`config.mk`:
```
export PLATFORM = sky130hd
export DESIGN_NAME = toeplitz_sched
export DESIGN_NICKNAME = d
export VERILOG_FILES = /design/src/rtl/toeplitz_sched.sv
export SDC_FILE = /design/constraint.sdc
export NUM_CORES = 1
export LEC_CHECK = 0
export ABC_CLOCK_PERIOD_IN_PS = 16200
export CAP_MARGIN = 10
export CORE_MARGIN = 5
export CORE_UTILIZATION = 53
export CTS_BUF_LIST = sky130_fd_sc_hd__clkbuf_8
export DETAILED_ROUTE_END_ITERATION = 6
export GPL_TIMING_DRIVEN = 0
export PLACE_DENSITY = 0.92
export SLEW_MARGIN = 20
export SYNTH_ARGS = -nofsm -noshare
export SYNTH_HDL_FRONTEND = slang
export SYNTH_SLANG_ARGS = --single-unit
```
`constraint.sdc`:
```
create_clock -name clk -period 16.2 [get_ports clk]
set_input_delay 1.62 -clock clk [delete_from_list [all_inputs] [get_ports clk]]
set_output_delay 1.62 -clock clk [all_outputs]
set_load 0.02 [all_outputs]
```
`src/rtl/toeplitz_sched.sv`:
```
// toeplitz_sched: block scheduler in front of the toeplitz_p extractor.
// Collects one N-bit block from a valid/ready source, pulses the extractor
// reset for one cycle, streams the block MSB-first WIDTH bits per clock with
// no gaps, then waits for the extractor result and holds it on a valid/ready
// output.  A result arriving while the sink is still stalled is discarded and
// counted in drop_cnt.
// Optional build macro TOEPLITZ_SCHED_TIMEOUT_EN: bounds the wait for the
// extractor result to TIMEOUT cycles and raises the sticky err flag on expiry.
module toeplitz_sched #(
  parameter int N       = 256,
  parameter int L       = 128,
  parameter int WIDTH   = 2,
  parameter int TIMEOUT = 1024,
  parameter int CW      = 16
) (
  input  logic             clk,
  input  logic             reset,
  input  logic [WIDTH-1:0] in_data,
  input  logic             in_valid,
  output logic             in_ready,
  output logic [WIDTH-1:0] ext_data,
  output logic             ext_reset,
  input  logic [L-1:0]     ext_q,
  input  logic             ext_qstrobe,
  output logic [L-1:0]     out_q,
  output logic             out_valid,
  input  logic             out_ready,
  output logic [CW-1:0]    drop_cnt,
  output logic             busy,
  output logic             err
);

  localparam int WPB   = N / WIDTH;
  localparam int CNT_W = $clog2(WPB + 1);
  localparam logic [CNT_W-1:0] LAST_WORD = CNT_W'(WPB - 1);
  localparam logic [CW-1:0]    DROP_MAX  = {CW{1'b1}};

  if ((N % WIDTH) != 0 || TIMEOUT < 1) begin : g_cfg_check
    $error("toeplitz_sched: N must be a multiple of WIDTH and TIMEOUT must be positive");
  end

  typedef enum logic [1:0] {
    FILL = 2'd0,
    SYNC = 2'd1,
    FEED = 2'd2,
    WAIT = 2'd3
  } state_t;

  state_t           state_r, state_nx_s;
  logic [CNT_W-1:0] cnt_r;
  logic [N-1:0]     blk_r;
  logic             in_ready_r, ext_reset_r, busy_r, out_valid_r;
  logic [WIDTH-1:0] ext_data_r;
  logic [L-1:0]     out_q_r;
  logic [CW-1:0]    drop_cnt_r;
  logic             accept_s, capture_s, timeout_s;

  assign accept_s  = in_valid & in_ready_r;
  assign capture_s = (state_r == WAIT) & ext_qstrobe;

`ifdef TOEPLITZ_SCHED_TIMEOUT_EN
  localparam int TW = $clog2(TIMEOUT + 1);
  localparam logic [TW-1:0] TMO_LAST = TW'(TIMEOUT - 1);
  logic [TW-1:0] tmo_r;
  logic          err_r;

  assign timeout_s = (state_r == WAIT) & ~ext_qstrobe & (tmo_r == TMO_LAST);

  // Count cycles spent in WAIT; zero everywhere else so each wait starts fresh.
  always_ff @(posedge clk or posedge reset) begin
    if (reset) begin
      tmo_r <= {TW{1'b0}};
    end else if ((state_r == WAIT) && !ext_qstrobe && !timeout_s) begin
      tmo_r <= tmo_r + TW'(1);
    end else begin
      tmo_r <= {TW{1'b0}};
    end
  end

  // Sticky error once the extractor failed to answer in time.
  always_ff @(posedge clk or posedge reset) begin
    if (reset) begin
      err_r <= 1'b0;
    end else if (timeout_s) begin
      err_r <= 1'b1;
    end else begin
      err_r <= err_r;
    end
  end

  assign err = err_r;
`else
  assign timeout_s = 1'b0;
  assign err       = 1'b0;
`endif

  // Next-state decode of the fill/sync/feed/wait sequence.
  always_comb begin
    state_nx_s = state_r;
    case (state_r)
      FILL: begin
        if (accept_s && (cnt_r == LAST_WORD)) state_nx_s = SYNC;
        else                                  state_nx_s = FILL;
      end
      SYNC: state_nx_s = FEED;
      FEED: begin
        if (cnt_r == LAST_WORD) state_nx_s = WAIT;
        else                    state_nx_s = FEED;
      end
      WAIT: begin
        if (ext_qstrobe || timeout_s) state_nx_s = FILL;
        else                          state_nx_s = WAIT;
      end
      default: state_nx_s = FILL;
    endcase
  end

  // State register.
  always_ff @(posedge clk or posedge reset) begin
    if (reset) state_r <= FILL;
    else       state_r <= state_nx_s;
  end

  // Word counter: words accepted in FILL, words streamed in FEED.
  always_ff @(posedge clk or posedge reset) begin
    if (reset) begin
      cnt_r <= {CNT_W{1'b0}};
    end else begin
      case (state_r)
        FILL: begin
          if (accept_s) cnt_r <= (cnt_r == LAST_WORD) ? {CNT_W{1'b0}} : cnt_r + CNT_W'(1);
          else          cnt_r <= cnt_r;
        end
        FEED:    cnt_r <= (cnt_r == LAST_WORD) ? {CNT_W{1'b0}} : cnt_r + CNT_W'(1);
        default: cnt_r <= {CNT_W{1'b0}};
      endcase
    end
  end

  // Block buffer: shifts in from the LSB end while filling and out of the MSB
  // end while feeding.  The shift starts in SYNC because ext_data is
  // registered one cycle ahead of the FEED cycle that presents it.
  always_ff @(posedge clk or posedge reset) begin
    if (reset) begin
      blk_r <= {N{1'b0}};
    end else if (state_r == FILL) begin
      blk_r <= accept_s ? {blk_r[N-WIDTH-1:0], in_data} : blk_r;
    end else if ((state_r == SYNC) || (state_r == FEED)) begin
      blk_r <= {blk_r[N-WIDTH-1:0], {WIDTH{1'b0}}};
    end else begin
      blk_r <= blk_r;
    end
  end

  // Registered handshake, extractor control and status outputs, all decoded
  // from the state being entered.
  always_ff @(posedge clk or posedge reset) begin
    if (reset) begin
      in_ready_r  <= 1'b1;
      ext_reset_r <= 1'b1;
      busy_r      <= 1'b0;
      ext_data_r  <= {WIDTH{1'b0}};
    end else begin
      in_ready_r  <= (state_nx_s == FILL);
      ext_reset_r <= (state_nx_s == SYNC);
      busy_r      <= (state_nx_s != FILL);
      ext_data_r  <= (state_nx_s == FEED) ? blk_r[N-1 -: WIDTH] : {WIDTH{1'b0}};
    end
  end

  // Output holding register: load on capture unless a stalled result is
  // still pending, retire on handshake.
  always_ff @(posedge clk or posedge reset) begin
    if (reset) begin
      out_q_r     <= {L{1'b0}};
      out_valid_r <= 1'b0;
    end else if (capture_s && (!out_valid_r || out_ready)) begin
      out_q_r     <= ext_q;
      out_valid_r <= 1'b1;
    end else if (!capture_s && out_valid_r && out_ready) begin
      out_q_r     <= out_q_r;
      out_valid_r <= 1'b0;
    end else begin
      out_q_r     <= out_q_r;
      out_valid_r <= out_valid_r;
    end
  end

  // Saturating count of results discarded because the sink was stalled.
  always_ff @(posedge clk or posedge reset) begin
    if (reset) begin
      drop_cnt_r <= {CW{1'b0}};
    end else if (capture_s && out_valid_r && !out_ready && (drop_cnt_r != DROP_MAX)) begin
      drop_cnt_r <= drop_cnt_r + CW'(1);
    end else begin
      drop_cnt_r <= drop_cnt_r;
    end
  end

  assign in_ready  = in_ready_r;
  assign ext_reset = ext_reset_r;
  assign ext_data  = ext_data_r;
  assign busy      = busy_r;
  assign out_q     = out_q_r;
  assign out_valid = out_valid_r;
  assign drop_cnt  = drop_cnt_r;

endmodule

```
### Yosys cells after proc, flatten, opt, wreduce, memory -nomap -nowiden

Cells that the tools add are included.

* add/subtract/negate cells: 2
* equal/unequal tests: 8
* multiplexer cells: 13
* bitwise operators: 2
* reduce and logical (&&, ||, !) cells: 18

Operators by type and width (count)
* $mux 256: 3
* $add 16x1->16 const B: 1
* $mux 8: 2
* $ne 16x16->1 const B: 1
* $pmux 8 s2: 1
* $add 8x1->8 const B: 1
* $eq 8x7->1 const B: 1
* $pmux 2 s4: 1
* $logic_and 1x1->1: 7
* $eq 2x2->1 const B: 3
* $reduce_bool 2->1: 3
* $eq 2x1->1 const B: 2
* $logic_not 2->1: 2
* $mux 1: 4
* $mux 2: 2
* $logic_not 1->1: 3
* $and 1x1->1: 2
* $logic_or 1x1->1: 2
* $ne 2x2->1 const B: 1
* $reduce_and 2->1: 1

* register bits: 416
* input port bits: 135
* output and inout bits: 151
* logic and storage cells: 53

### Logic depth before layout (Yosys ltp)

Gate-level depths: netlist (run 1).

* depth in word-level cells: 7
* depth in mapped cells: 6
* gate-level depth less buffers: 5

### Worst setup path after synthesis (run 1)

OpenSTA, ideal clock, no wires.

* path kind: input to register
* start point: in in_valid
* end point: reg blk_r[185]
* setup time: 0.125 ns
* arrival time: 2.804 ns
* required time: 16.075 ns
* path slack: 13.271 ns
* cell stages on the path: 6
* path buffers: 3
* cells stage by stage: a211o_2 -> nand2_1 -> buf_4 -> buf_6 -> buf_6 -> mux2_2

* cells in the longest elaborated chain, start to end: 3

RTL lines
* start: declaration: line 19 `input logic in_valid,`
* $and 1x1->1: line 58 `assign accept_s = in_valid & in_ready_r;`
* $ne 2x2->1 (no source line)
* $reduce_and 2->1 (no source line)
* end signal: assignment: line 145 `blk_r <= {N{1'b0}};`
* end signal: assignment: line 147 `blk_r <= accept_s ? {blk_r[N-WIDTH-1:0], in_data} : blk_r;`
* end signal: assignment: line 149 `blk_r <= {blk_r[N-WIDTH-1:0], {WIDTH{1'b0}}};`
* end: declaration: line 51 `logic [N-1:0] blk_r;`

No other way between the ends.
A chain may end at the register's enable or synchronous reset.

==> results of run 1 <==
==> metrics by stage <==
| step | setup TNS (ns) | setup slack [ns] | hold slack (ns) |
|---|---|---|---|
| 3_5_place_dp | 0 | 11.91 | 0.476 |
| 3_3_place_gp | -398.63 | -1.02 | 0.462 |
| 6_report | 0 | 12.63 | 0.466 |
| 4_1_cts | 0 | 12.51 | 0.473 |
| 5_1_grt | 0 | 12.21 | 0.489 |
| 2_1_floorplan | 0 | 3.01 | 0.452 |
==> logic make-up (layout without fill, tap and decap cells) <==
logic type | after synthesis | after routing
other | 1 | 2
adders and majority gates | 2 | 2
xor gates and xnor gates | 20 | 20
AOI/OAI and AO/OA | 15 | 15
and+or+nand+nor | 68 | 68
muxes | 387 | 387
DFF | 416 | 416
buffers and inverters | 48 | 451
==> registers in the layout, summed over array words and instances (netlist names) <==
| name | flops |
|---|---|
| blk_r | 256 |
| ext_data | 2 |
| out_q | 128 |
| ext_reset | 1 |
| state_r | 2 |
| out_valid | 1 |
| busy | 1 |
| in_ready | 1 |
| cnt_r | 8 |
| drop_cnt | 16 |
==> critical path: cells and delay by family <==
kind	cells	cell delay, ns
buffers and inverters	6	2.41
==> power by group through the flow <==
stage / Combinational (mW) / Sequential [mW] / Clock, mW
after floorplan: 0.0157 / 1.06 / 0
final: 0.0561 / 1.04 / 0.895
after global placement: 0.0524 / 1.06 / 0
after detailed placement: 0.0573 / 1.06 / 0
after CTS: 0.0578 / 1.04 / 0.922
after global routing: 0.0625 / 1.04 / 0.967
==> area by class of cell <==
type | count | area [µm²] | area share (%)
sequential | 416 | 10400 | 50.5
timing repair buffer | 288 | 2950 | 14.3
antenna | 1 | 2.50 | 0.0121
clock inverter | 31 | 199 | 0.964
inverter | 3 | 18.8 | 0.0910
clock buffer | 84 | 1160 | 5.60
buffer | 45 | 328 | 1.59
multi-input combinational | 493 | 5070 | 24.6
tap | 390 | 488 | 2.37
==> layer usage <==
layer  track usage, %  up-vias  share of wire, %
met1             23.7     4622                39
met4             8.76        0               4.0
met3             4.15       65               5.5
met5                0        -                 0
li1                 -     4123                 -
met2             34.4      263                51
==> path summary, 6_finish.rpt <==
path	from	to	slack (ns)
max in group clk	in_ready	in_ready	12.84
min reg2reg	blk_r[133]	blk_r[135]	0.47
max	reset	in_ready	12.63
min	blk_r[133]	blk_r[135]	0.47
max reg2reg	state_r[0]	out_q[12]	14.21
min in group asynchronous	reset	out_q[4]	1.51
==> cell usage in the layout (no fill, tap or decap), drive strengths merged, types with 10 or more instances in the layout <==
| cell type | count |
|---|---|
| clkbuf | 85 |
| xnor2 | 11 |
| dfrtp | 414 |
| buf | 48 |
| inv | 26 |
| mux2 | 385 |
| clkdlybuf4s50 | 284 |
| nand2 | 14 |
| nand4 | 10 |
==> summary.md, run 1 <==
| Metric | Value |
|---|---|
| Final Slew Violations | 0 |
| Final GP Congestion | 0.858 |
| Worst-path fanout max | 92 |
| Dpl cell area | 19300 µm² |
| Psw | 0.420 mW |
| TritonRoute pass-1 iters | 4 |
| Kind of critical path | primary input to asynchronous set/reset pin |
| Comb pwr share | 2.8% |
| Vias | 9073 |
| Wirelength per Cell | 18.7 µm |
| Crit-path slowest cell | clkdlybuf4s50_1 |
| Least-Margin Pin Slew | 0.708 ns |
| Vias in the first global route | 10000 |
| Largest net degree at the start of global routing | 93 |
| Drt drc | 0 |
| Synthesized instance count | 957 |
| Post-synth top cells | dfrtp_1, mux2_2, buf_4 |
| HP Class | flop to flop |
| Crit path cell chain | clkdlybuf4s50_1 > inv_8 > buf_16 > buf_16 > buf_16 > buf_16 |
| Post-CTS sizing | 0 |
| Top post-synthesis cells by area | dfrtp_1, mux2_2, buf_4, mux2_1, xnor2_1 |
| Largest family of logic cells by synthesized area | multiplexers |
| Hpwl dp | 22.8 mm |
| Number of flops mapped to enable cells by yosys | 0 |
| Lkg Pwr | 10.2 nW |
| Setup Buffers After CTS | 0 |
| Synth Area in Compound Gates | 0.641% |
| Initial drt markers | 462 |
| Total Die Area | 33400 µm² |
| Cell Rows | 63 |
| Num ports | 286 |
| Max Root-Sink Buffers | 3 |
| Die Span Y | 183 µm |
| Grt ovf | 0 |
| Fillers | 1892 |
| Total GRT Usage | 19.7% |
| Syn nets | 1094 |
| Critical path required time | 16.86 ns |
| # nets final | 1451 |
| Core area | 29600 µm² |
| # hold bufs at CTS | 0 |
| Cell mode on critical path | buf_16 |
| Final instance area | 20600 µm² |
| Area delta synth->final | 30.4% |
| Final core occ | 69.8% |
| Synth cell types | 43 |
| Setup-failing EPs final | 0 |
| Synth Area in Simple Gates | 2.57% |
| Clock power share | 45.0% |
| Int Power | 1.57 mW |
| Sequential fraction of the synthesis area | 65.8% |
| Synthesis-stage register bit count | 416 |
| Synth Area in XOR/XNOR | 1.11% |
| Minimum clock period | 3.57 ns |
| Clock buffer count from CTS | 67 |
| Most common cell in the synthesized netlist | dfrtp_1 |
| Placed cell count | 1635 |
| Initial Util | 53.5% |
| Net Sw Frac | 21.1% |
| Ys async rst share | 100% |
| Clk_skew | 0.0251 ns |
| Clock sink count | 416 |
| Cell taking the most area after synthesis | dfrtp_1 |
| PwrDens | 96.5 nW/µm² |
| Ys Warns | 0 |
| # port buffers | 284 |
| Max-Cap Viols | 0 |
| Share of the synthesized area in the top cell type | 65.5% |
| Worst setup SP type | primary input |
| Final worst-path cycle share | 22.0% |
| Hold Path Depth | 1 |
| Post-Syn Area | 15800 µm² |
| Worst EP arrival | 4.22 ns |
| Die W | 183 µm |
| Run status | finished clean |
| Routed wire length | 32.7 mm |
| Routed Antenna Nets | 0 |
| First-pass GRT wire length | 53.2 mm |
| Rel. slew slack | 52.5% |
| Share of power burned in registers | 52.2% |
| Antenna violations before repair | 1 |
| Total Power | 1.99 mW |
| Post-Syn Area per Cell | 16.5 µm² |
| Unrepaired setup endpoints after global routing | no |
| Root buffer cell | clkbuf_8 |
| Multiplexer area fraction after synthesis | 27.6% |
| Primary FF master, synth | dfrtp_1 |
| Final Hold Fails | 0 |
| Crit end category | asynchronous set/reset pin |
| Fmax | 0.280 GHz |
| Clock Latency Late Sink | 0.57 ns |
| Adder-cell share of the synthesized area | 0.158% |
| CTS clk-pin slew, worst paths | 0.06 ns |
| Fin cells | 1751 |
| Max stage delay on crit path | 0.49 ns |
| CTS tree | built |
| Share of layout cells above drive strength 1 | 38.8% |
| VDD IR max | 0.0607 mV |
| H-tree depth | 3 |
| Drt via density | 5.18 |
| R2r worst-path depth | 5 |
No activity file was read; power rests on OpenSTA's default activity.
==> run 2, diff against run 1 <==
--- a/config.mk
+++ b/config.mk
@@ -5,7 +5,7 @@
 export SDC_FILE = /design/constraint.sdc
 export NUM_CORES = 1
 export LEC_CHECK = 0
-export ABC_CLOCK_PERIOD_IN_PS = 16200
+export ABC_CLOCK_PERIOD_IN_PS = 3500
 export CAP_MARGIN = 10
 export CORE_MARGIN = 5
 export CORE_UTILIZATION = 53
==> constraint.sdc (replaced) <==
create_clock -name clk -period 3.5 [get_ports clk]
set_input_delay 0.35 -clock clk [delete_from_list [all_inputs] [get_ports clk]]
set_output_delay 0.35 -clock clk [all_outputs]
set_load 0.02 [all_outputs]
==> run 2 against run 1 <==
First-iteration DRC count fell by 27%. Sequential share of layout area fell by 0.24 points. Via count rose by 0.25%. Routed wire length rose by 2.4%. Design area rose by 0.49%. Critical endpoint is now in_ready. Non-clock buffer count rose by 9. Sequential power rose to 4.6 times the previous value.
==> summary.md, run 2 (synthesis results as in run 1) <==
| Metric | Value |
|---|---|
| Run status | finished clean |
| Unrepaired setup endpoints after global routing | no |
| Most frequent cells in the layout | dfrtp_1, mux2_2, clkdlybuf4s50_1, clkbuf_8, inv_1 |
| Cell Rows | 63 |
| Routed wire length | 33.5 mm |
| Clock buffer count from CTS | 67 |
| Antenna violations before repair | 0 |
| Num ports | 286 |
| Critical path required time | 3.15 ns |
| VDD IR max | 0.202 mV |
| Drt drc | 0 |
| WP buf/inv | 1 |
| Max stage delay on crit path | 0.61 ns |
| Clock power share | 43.8% |
| Setup-failing EPs final | 0 |
| Worst setup SP type | flop |
| Post-CTS sizing | 0 |
| Hpwl dp | 23.4 mm |
| Crit-path slowest cell | clkdlybuf4s50_1 |
| Final GP Congestion | 0.832 |
| PwrDens | 438 nW/µm² |
| Clock sink count | 416 |
| First-pass GRT wire length | 55.5 mm |
| Root buffer cell | clkbuf_8 |
| Fmax | 0.475 GHz |
| Int Power | 7.14 mW |
| Setup Buffers After CTS | 0 |
| # port buffers | 284 |
| CTS clk-pin slew, worst paths | 0.06 ns |
| Psw | 1.93 mW |
| Kind of critical path | flop to output pin |
| Minimum clock period | 2.11 ns |
| Die W | 183 µm |
| TritonRoute pass-1 iters | 4 |
| Share of power burned in registers | 53.0% |
| Placed cell count | 1644 |
| Final Hold Fails | 0 |
| Rel. slew slack | 56.9% |
| Crit end category | output pin |
| Drt via density | 5.17 |
| Max reg flops | 256 |
| Comb pwr share | 3.1% |
| Vias | 9096 |
| # hold bufs at CTS | 0 |
| Worst EP arrival | 1.76 ns |
| Initial Util | 53.5% |
| Area delta synth->final | 31.0% |
| CP delay by family, top | buffers and inverters |
| ANT cells | 0 |
| Final Slew Violations | 0 |
| Least-Margin Pin Slew | 0.643 ns |
| Crit path cell chain | clkdlybuf4s50_1 |
| CTS tree | built |
| H-tree depth | 3 |
| Total Die Area | 33400 µm² |
| Final worst-path cycle share | 60.2% |
| Wirelength per Cell | 19.0 µm |
| # nets final | 1460 |
| Max-Cap Viols | 0 |
| Lkg Pwr | 10.3 nW |
| Worst-path fanout max | 5 |
| Max Root-Sink Buffers | 3 |
| Core area | 29600 µm² |
| Die Span Y | 183 µm |
| HP Class | primary input to asynchronous set/reset pin |
| Clk_skew | 0.0453 ns |
| Most flops, register | blk_r |
| Net Sw Frac | 21.3% |
| Vias in the first global route | 10300 |
| Total GRT Usage | 20.5% |
| Initial drt markers | 336 |
| Routed Antenna Nets | 0 |
| Largest net degree at the start of global routing | 38 |
| Share of layout cells above drive strength 1 | 38.7% |
| Grt ovf | 0 |
| Fin cells | 1759 |
| Total Power | 9.07 mW |
| Clock Latency Late Sink | 0.57 ns |
| Most common cell after layout, fill and taps aside | dfrtp_1 |
## run 2: worst paths after layout
kind | start | to | slack (ns) | cells after the start
setup / recovery | in_ready | in_ready | 1.39 | 1
hold / removal | reset | out_q[113] | 0.22 | 2
setup reg to reg | state_r[0] | out_q[43] | 1.43 | 5
hold reg to reg | blk_r[124] | blk_r[126] | 0.47 | 1
max in group asynchronous | reset | blk_r[33] | 1.51 | 8
min in group clk | ext_q[25] | out_q[25] | 0.40 | 2
## run 2: final cells by class
class	count	area (µm²)
clock inverter	34	181
multi-input combinational	493	5070
clock buffer	81	1110
fill	1882	8830
sequential	416	10400
timing repair buffer	297	3120
inverter	3	15.0
buffer	45	328
tap	390	488
## run 2: through the flow
step / instance area, µm² / hold slack, ns / setup TNS [ns] / util [%] / setup WS, ns
6_report: 20700 / 0.222 / 0 / 70.1 / 1.39
5_1_grt: 20700 / 0.243 / 0 / 70.1 / 1.22
4_1_cts: 20700 / 0.212 / 0 / 70.1 / 1.35
3_5_place_dp: 19400 / 0.476 / 0 / 65.7 / 0.846
3_3_place_gp: 19200 / 0.463 / -1923.59 / 64.8 / -4.69
2_1_floorplan: 15800 / 0.452 / -1019.40 / - / -2.46
## run 2: power groups by stage
stage	logic, mW	registers [mW]	clock network [mW]
after detailed placement	0.290	4.90	0
final	0.285	4.81	3.98
after CTS	0.294	4.81	4.10
after global routing	0.316	4.81	4.34
after global placement	0.242	4.90	0
after floorplan	0.0733	4.90	0
## run 2: layer usage
metal | up-vias | part of all wire [%] | track usage (%)
met5 | - | 0 | 0
met4 | 0 | 3.5 | 8.49
met3 | 71 | 5.9 | 4.70
met2 | 266 | 52 | 35.6
met1 | 4640 | 39 | 24.8
li1 | 4119 | - | -
==> run 3, diff against run 2 <==
--- a/config.mk
+++ b/config.mk
@@ -5,7 +5,7 @@
 export SDC_FILE = /design/constraint.sdc
 export NUM_CORES = 1
 export LEC_CHECK = 0
-export ABC_CLOCK_PERIOD_IN_PS = 3500
+export ABC_CLOCK_PERIOD_IN_PS = 2100
 export CAP_MARGIN = 10
 export CORE_MARGIN = 5
 export CORE_UTILIZATION = 53
==> constraint.sdc (replaced) <==
create_clock -name clk -period 2.1 [get_ports clk]
set_input_delay 0.21 -clock clk [delete_from_list [all_inputs] [get_ports clk]]
set_output_delay 0.21 -clock clk [all_outputs]
set_load 0.02 [all_outputs]
==> run 3 against run 2 <==
Via count hardly changed. Clock skew is 0.0034 ns lower. Sequential share of layout area is 0.058 points lower. Clock power is 67% higher. Utilization is 0.080 points higher. Non-clock buffer count is 1 higher. Flip-flop and latch count stayed put. Die area stayed put. Worst setup slack worse by 1.3 ns. First-iteration DRC count is 5.4% higher. Routed wire length is 0.26% higher. Critical endpoint is now blk_r[207]. Largest cell class unchanged. Highest routed layer unchanged.
==> summary.md, run 3 (synthesis results as in run 1) <==
| Metric | Value |
|---|---|
| Run status | finished clean |
| # hold bufs at CTS | 0 |
| Clock Latency Late Sink | 0.57 ns |
| Critical path required time | 2.53 ns |
| # port buffers | 284 |
| Drt drc | 0 |
| Initial Util | 53.5% |
| Worst EP arrival | 2.44 ns |
| Largest net degree at the start of global routing | 38 |
| Antenna violations before repair | 0 |
| Clock sink count | 416 |
| Final core occ | 70.2% |
| Least-Margin Pin Slew | 0.643 ns |
| Share of layout cells above drive strength 1 | 38.9% |
| HP Class | primary input to asynchronous set/reset pin |
| Minimum clock period | 2.00 ns |
| # nets final | 1462 |
| Wirelength per Cell | 19.1 µm |
| Max stage delay on crit path | 0.41 ns |
| Final worst-path cycle share | 95.4% |
| Final Slew Violations | 0 |
| Num ports | 286 |
| Placed cell count | 1644 |
| Worst Hold Margin | 0.0596 ns |
| Area delta synth->final | 31.2% |
| TritonRoute pass-1 iters | 4 |
| Hpwl dp | 23.4 mm |
| Max-Cap Viols | 0 |
| Setup-failing EPs final | 0 |
| Crit-path slowest cell | dfrtp_1 |
| Initial drt markers | 354 |
| Routed wire length | 33.6 mm |
| Dpl cell area | 19400 µm² |
| Unrepaired setup endpoints after global routing | no |
| Lkg Pwr | 10.3 nW |
| Crit path cell chain | a211o_2 > nand2_1 > buf_2 > buf_4 > mux2_2 |
| Fillers | 1876 |
| Drt via density | 5.17 |
| Worst-path fanout max | 10 |
| Routed Antenna Nets | 0 |
| Fin cells | 1761 |
| Total GRT Usage | 20.5% |
| Vias in the first global route | 10300 |
| CTS clk-pin slew, worst paths | 0.06 ns |
| Most flops, register | blk_r |
| Final Hold Fails | 0 |
| Grt ovf | 0 |
| Die W | 183 µm |
| Worst setup SP type | flop |
| Crit end category | flop |
| Most frequent cells in the layout | dfrtp_1, mux2_2, clkdlybuf4s50_1, clkbuf_8, inv_1 |
| Die Span Y | 183 µm |
| CTS tree | built |
| Total Die Area | 33400 µm² |
| Root buffer cell | clkbuf_8 |
| Vias | 9100 |
| Cell Rows | 63 |
| PwrDens | 729 nW/µm² |
| Total Power | 15.1 mW |
| Core area | 29600 µm² |
| H-tree depth | 3 |
| Most common cell after layout, fill and taps aside | dfrtp_1 |
| Rel. slew slack | 56.9% |
| Fmax | 0.499 GHz |
| Max reg flops | 256 |
| Clk_skew | 0.0419 ns |
| Clock buffer count from CTS | 67 |
| First-pass GRT wire length | 55.4 mm |
| VDD IR max | 0.337 mV |
| Final instance area | 20800 µm² |
| Final GP Congestion | 0.832 |
| Kind of critical path | flop to flop |
| Max Root-Sink Buffers | 3 |
| ANT cells | 0 |
run 3: cell count changes in the layout (fill, tap and decap cells not counted):
| cell | before | now |
|---|---|---|
| buf_4 | 24 | 26 |
| nor2_1 | 8 | 7 |
| buf_6 | 7 | 8 |
| buf_2 | 13 | 11 |
| nor2_2 | 1 | 2 |
| clkinvlp_2 | 0 | 1 |
run 3: what timing repair did:
action | 4_1_cts | 5_1_grt
pin swaps | 0 | 1
resized for setup | 2 | 2
buffers inserted | 0 | 1
gates cloned | 0 | 1
endpoints found under the setup margin | 11 | 30
run 3: final cells by class:
type,count,area (µm²),share of cell area [%]
repair inverters,1,5.00,0.0241
well taps,390,488,2.35
flip-flops and latches,416,10400,50.2
plain buffers,45,337,1.62
repair buffers,298,3130,15.1
clock buffers,81,1110,5.37
inverters,3,15.0,0.0724
clock inverters,34,181,0.874
multi-input cells,493,5070,24.4
run 3: where the power goes:
group          leakage [nW]  internal [mW]  switching (mW)
combinational          3.75          0.271           0.205
clock                 0.752           3.61            3.02
sequential             5.77           8.02               0
run 3: per-stage QoR:
stage	setup slack, ns	setup TNS, ns
floorplan	-3.72	-1543.56
global placement	-5.95	-2496.38
detailed placement	-0.414	-71.65
CTS	0.0599	0
global route	0.0186	0
finish	0.0966	0
run 3: worst paths after layout:
kind,from,slack [ns],endpoint,cells past startpoint
min in group clk,ext_q[25],0.25,out_q[25],2
min reg2reg,blk_r[124],0.47,blk_r[126],1
max reg2reg,state_r[1],0.1,blk_r[207],5
min,reset,0.06,out_q[61],2
max in group asynchronous,reset,0.35,blk_r[33],8
max,state_r[1],0.1,blk_r[207],5
run 3: per-layer routing:
layer / wire length (µm) / share of wire [%] / global-route usage (%) / up-vias
met4: 1150 / 3.4 / 8.49 / 0
met2: 17400 / 52 / 35.6 / 266
met3: 2000 / 6.0 / 4.70 / 69
met1: 13100 / 39 / 24.8 / 4643
met5: 0 / 0 / 0 / -
li1: - / - / - / 4122
run 3: worst max-delay path: cells and delay by family, from the launching register on:
| family | cells | cell delay (ns) |
|---|---|---|
| DFF | 1 | 0.41 |
| AOI/OAI and AO/OA | 1 | 0.39 |
| and+or+nand+nor | 1 | 0.16 |
| buffers and inverters | 2 | 0.54 |
| muxes | 1 | 0.35 |
